`config.mk`:
```
export PLATFORM = sky130hd
export DESIGN_NAME = score_display
export DESIGN_NICKNAME = d
export VERILOG_FILES = /design/src/rtl/tetris_display_pkg.sv /design/src/rtl/bcd_to_seg.sv /design/src/rtl/score_display.sv
export SDC_FILE = /design/constraint.sdc
export NUM_CORES = 1
export LEC_CHECK = 0
export CAP_MARGIN = 5
export CELL_PAD_IN_SITES_DETAIL_PLACEMENT = 1
export CELL_PAD_IN_SITES_GLOBAL_PLACEMENT = 1
export CORE_MARGIN = 2
export CORE_UTILIZATION = 47
export CTS_BUF_LIST = sky130_fd_sc_hd__clkbuf_8
export DETAILED_ROUTE_END_ITERATION = 12
export GPL_TIMING_DRIVEN = 0
export HOLD_SLACK_MARGIN = 0.12
export PLACE_DENSITY_LB_ADDON = 0.1
export SYNTH_ARGS = -nofsm -noshare
export SYNTH_HDL_FRONTEND = slang
export SYNTH_SLANG_ARGS = --single-unit
```
`constraint.sdc`:
```
create_clock -name clk -period 3.5 [get_ports clk]
set_input_delay 0.7 -clock clk [delete_from_list [all_inputs] [get_ports clk]]
set_output_delay 0.7 -clock clk [all_outputs]
set_load 0.005 [all_outputs]
```
`src/rtl/tetris_display_pkg.sv`:
```
// rtl/tetris_display_pkg.sv - shared segment patterns and digit-array type for the score display
package tetris_display_pkg;

  typedef logic [3:0] digit_arr_t [0:3];

  // Active-low cathodes ordered {g,f,e,d,c,b,a}
  localparam logic [6:0] SEG_0    = 7'h40;
  localparam logic [6:0] SEG_1    = 7'h79;
  localparam logic [6:0] SEG_2    = 7'h24;
  localparam logic [6:0] SEG_3    = 7'h30;
  localparam logic [6:0] SEG_4    = 7'h19;
  localparam logic [6:0] SEG_5    = 7'h12;
  localparam logic [6:0] SEG_6    = 7'h02;
  localparam logic [6:0] SEG_7    = 7'h78;
  localparam logic [6:0] SEG_8    = 7'h00;
  localparam logic [6:0] SEG_9    = 7'h10;
  localparam logic [6:0] SEG_DASH = 7'h3F;
  localparam logic [6:0] SEG_OFF  = 7'h7F;

  function automatic logic [3:0] slot_anode_n(input logic [1:0] idx);
    return ~(4'b0001 << idx);
  endfunction

endpackage

```
`src/rtl/bcd_to_seg.sv`:
```
// rtl/bcd_to_seg.sv - combinational BCD to active-low seven-segment decode
module bcd_to_seg
  import tetris_display_pkg::*;
(
  input  logic [3:0] bcd,
  output logic [6:0] seg
);

  always_comb begin
    seg = SEG_DASH;
    case (bcd)
      4'd0:    seg = SEG_0;
      4'd1:    seg = SEG_1;
      4'd2:    seg = SEG_2;
      4'd3:    seg = SEG_3;
      4'd4:    seg = SEG_4;
      4'd5:    seg = SEG_5;
      4'd6:    seg = SEG_6;
      4'd7:    seg = SEG_7;
      4'd8:    seg = SEG_8;
      4'd9:    seg = SEG_9;
      default: seg = SEG_DASH;
    endcase
  end

endmodule

```
`src/rtl/score_display.sv`:
```
// rtl/score_display.sv - multiplexed 4-digit score display with game-over blink; LEADING_ZERO_BLANK_EN enables leading-zero blanking
module score_display
  import tetris_display_pkg::*;
#(
  parameter int REFRESH_DIV = 100000,
  parameter int BLINK_DIV   = 250
) (
  input  logic       clk,
  input  logic       reset,
  input  logic       load,
  input  digit_arr_t digits,
  input  logic       gameState,
  output logic [3:0] an,
  output logic [6:0] seg,
  output logic       dp
);

  localparam int CW = (REFRESH_DIV > 1) ? $clog2(REFRESH_DIV) : 1;
  localparam int BW = (BLINK_DIV > 1) ? $clog2(BLINK_DIV) : 1;

  digit_arr_t    shadow;
  logic [CW-1:0] refresh_cnt;
  logic [1:0]    idx;
  logic [BW-1:0] blink_cnt;
  logic          blink_phase;
  logic          tick;
  logic          lz_blank;
  logic          blank;
  logic [6:0]    seg_next;

  assign tick = (refresh_cnt == CW'(REFRESH_DIV - 1));
  assign dp   = 1'b1;

  bcd_to_seg u_dec (
    .bcd (shadow[idx]),
    .seg (seg_next)
  );

  // A digit is a leading zero when it and every more significant digit are zero
  always_comb begin
    lz_blank = 1'b0;
`ifdef LEADING_ZERO_BLANK_EN
    case (idx)
      2'd3:    lz_blank = (shadow[3] == 4'd0);
      2'd2:    lz_blank = (shadow[3] == 4'd0) && (shadow[2] == 4'd0);
      2'd1:    lz_blank = (shadow[3] == 4'd0) && (shadow[2] == 4'd0) && (shadow[1] == 4'd0);
      default: lz_blank = 1'b0;
    endcase
`endif
  end

  // gameState is used directly so returning to play un-blanks on the very next edge
  assign blank = (~gameState & blink_phase) | lz_blank;

  always_ff @(posedge clk) begin
    if (reset) begin
      shadow      <= '{default: 4'd0};
      refresh_cnt <= '0;
      idx         <= 2'd0;
      blink_cnt   <= '0;
      blink_phase <= 1'b0;
      an          <= 4'hF;
      seg         <= SEG_OFF;
    end else begin
      if (load) begin
        shadow <= digits;
      end

      if (tick) begin
        refresh_cnt <= '0;
        idx         <= idx + 2'd1;
      end else begin
        refresh_cnt <= refresh_cnt + CW'(1);
      end

      if (gameState) begin
        blink_cnt   <= '0;
        blink_phase <= 1'b0;
      end else if (tick) begin
        if (blink_cnt == BW'(BLINK_DIV - 1)) begin
          blink_cnt   <= '0;
          blink_phase <= ~blink_phase;
        end else begin
          blink_cnt <= blink_cnt + BW'(1);
        end
      end

      an  <= blank ? 4'hF : slot_anode_n(idx);
      seg <= seg_next;
    end
  end

endmodule

```
==> run metrics <==
status complete, no violations; GR met2 Demand/Resource 34.8%; Post-CTS Setup Bufs 0; Final Hold Fails 0; synthesized area approximately 2500 um2; Finish-stage setup viols 0; DPL Wire Length between 3000 and 4000 um; Critical Path End Type flop; Final Cycle Share 72.1%; Placement Setup Slack 944 ps; Vias/cell 5.40; Clock Root Buffer clkbuf_8; max_cap viols 0; gpl congestion 0.765; slew of the pin with the lowest slew margin 798 ps; final worst path period need 2520 ps; clk slew on worst S/H paths 100 ps; H-tree levels 2; cts hold-fix bufs 0; Synth Flop Type dfxtp_1; FFs w/ async S/R, synth 0%; Initial Util 48.9%; initial antenna violation count 0; die width between 70 and 80 um; routed wire length 5530 um; syn nets 303; Power Density 403 nW/um2; Routed Antenna Nets 0; RSZ-0062 raised after global routing no; GR peak layer met2; CP arrival 2720 ps; worst path setup slack after routing between 900 and 1000 ps; Slew Limit Headroom 46.3%; fin. max-slew vios 0; Crit path max-delay family buffers and inverters; Tightest Hold Check Type reg2reg; Yosys cell types 40; Resized Gates After CTS 0; Final TNS setup 0 ps; FMAX 396 MHz; most used cell, CP buf_2; path type of the worst setup path reg2reg; Post-Syn Instances 270; IO Port Bufs 28; GR Util met1 about a quarter; detailed-route wire length per cell 14.7 um; DR iter-0 viols 60; Worst-Skew Late Latency approximately 310 ps; Worst path depth 9; Crit path buffers/inverters 4; drc violations 0; total gr overflow 0; Seq cells post-synth 55; area of the multi-input gates 1290 um2; CP max stage delay ~420 ps; CTS tree built; Avg Inst Size Synth ~9.2 um2; Final Power ~0.0012 W; die area 5910 um2; ANT cells 0; commonest cells after routing, fill and taps aside dfxtp_1 (55), nor2_1 (35), clkdlybuf4s50_1 (28); Max Fanout on Critical Path 10; Yosys warnings 0; clock buffer depth 2; vias in the first global route 2,059; Cell Rows 26; I/O pin cnt 32; layout cell share with drive strength beyond 1 a little over 6%; via count 2,029; CTS buffer count 5; most common cell after layout, fill and taps aside dfxtp_1; critical path's slowest cell dfxtp_1; Fillers 620; reg2reg path depth 9; hold path cells 2; crit path cell chain ha_1, clkbuf_1, nand4_1, or4_1, buf_2, buf_2, nand2b_1, buf_2, nor2_1; Post-synth EDFFs 0; FF+latch area 1100 um2; worst hold slack slightly below 500 ps; startpoint types flop; clk sink count 55; Layout Nets 338; area growth from synthesis to layout 19.4%; core area slightly above 5000 um2; sequential area share after synthesis 44.1%; first-pass GRT wire length 9610 um; Setup Skew 7.80 ps; largest net degree at the start of global routing 17; all-layer global routing usage 20.2%; DIE HEIGHT ~77 um; Lkg Pwr 1.13 nW; drt first pass iters 4; Peak supply drop 0.000315 V; required time worst endpoint roughly 3700 ps; met3 Use GR 5.06%
==> final cells by class <==
cell class | instances | share of cell area [%]
multi-input cells | 190 | 43.4
clock inverters | 2 | 1.17
plain buffers | 15 | 2.14
clock buffers | 6 | 2.77
flip-flops and latches | 55 | 36.9
repair buffers | 28 | 9.40
inverters | 10 | 1.26
well taps | 70 | 2.94
==> tightest hold or removal path, stage by stage, from the launching register on <==
cell     delay (ps)
dfxtp_1         330
o31ai_1          60
a21oi_1          60
==> where the power goes <==
group | internal [W] | leakage (nW) | switching (W) | total [W]
registers | 0.000648 | 0.450 | 0.00000988 | 0.000657
clock network | 0.000232 | 0.0612 | 0.000203 | 0.000435
logic | 0.0000591 | 0.624 | 0.0000503 | 0.000109
==> cells in the mapped netlist, types with 2 or more instances <==
| library cell | n | share of area [%] |
|---|---|---|
| dfxtp_1 | 55 | 44 |
| nor2_1 | 35 | 5.3 |
| a21oi_1 | 18 | 3.6 |
| mux2i_1 | 16 | 6.4 |
| nand2_1 | 16 | 2.4 |
| ha_1 | 13 | 6.5 |
| o21ai_0 | 12 | 2.4 |
| clkbuf_1 | 10 | 1.5 |
| inv_1 | 10 | 1.5 |
| nand3_1 | 9 | 1.8 |
| nand4_1 | 8 | 2.0 |
| xor2_1 | 8 | 2.8 |
| and3_1 | 6 | 1.5 |
| or3_1 | 6 | 1.5 |
| xnor2_1 | 5 | 1.8 |
| mux4_2 | 4 | 3.6 |
| buf_2 | 3 | 0.60 |
| nand4b_1 | 3 | 1.1 |
| nor4_1 | 3 | 0.75 |
| or4_1 | 3 | 0.90 |
| or4b_1 | 3 | 1.2 |
| a21boi_0 | 2 | 0.60 |
| and2_1 | 2 | 0.50 |
| nand2b_1 | 2 | 0.50 |
| o31ai_1 | 2 | 0.60 |
| or2_2 | 2 | 0.50 |
==> sequential cells by signal, summed over array words and instances, names as in the netlist <==
name and flops:
shadow 16, an 4, refresh_cnt 17, blink_cnt 8
idx 2, blink_phase 1, seg 7
==> cells by family after synthesis <==
group / after synthesis / synth area share (%)
buffers and inverters: 25 / 4.06
muxes: 20 / 10.0
other: 1 / 0.150
DFF: 55 / 44.1
xor gates and xnor gates: 13 / 4.56
AOI/OAI and AO/OA: 40 / 9.07
adders and majority gates: 13 / 6.51
and+or+nand+nor: 103 / 21.5
==> per-layer routing <==
metal / wire (um) / vias to the layer above / part of all wire [%]
li1: - / 1008 / -
met1: 2530 / 984 / 46
met2: 2770 / 29 / 50
met3: 152 / 8 / 2.8
met4: 75 / 0 / 1.4
met5: 0 / - / 0
==> stage by stage <==
step | area (um2) | instances | util (%)
2_1_floorplan | 2500 | 270 | -
3_3_place_gp | 2870 | 368 | 56.1
3_5_place_dp | 2870 | 368 | 56.1
4_1_cts | 2980 | 376 | 58.4
5_1_grt | 2980 | 376 | 58.4
6_report | 2980 | 376 | 58.4
==> final timing paths <==
check	from	endpoint	slack (ps)
worst max-delay path	refresh_cnt[0]	refresh_cnt[9]	980
worst min-delay path	blink_cnt[5]	blink_cnt[5]	490
worst max register to register	refresh_cnt[0]	refresh_cnt[9]	980
worst min register to register	blink_cnt[5]	blink_cnt[5]	490
Power figures use the tool's default switching activity.
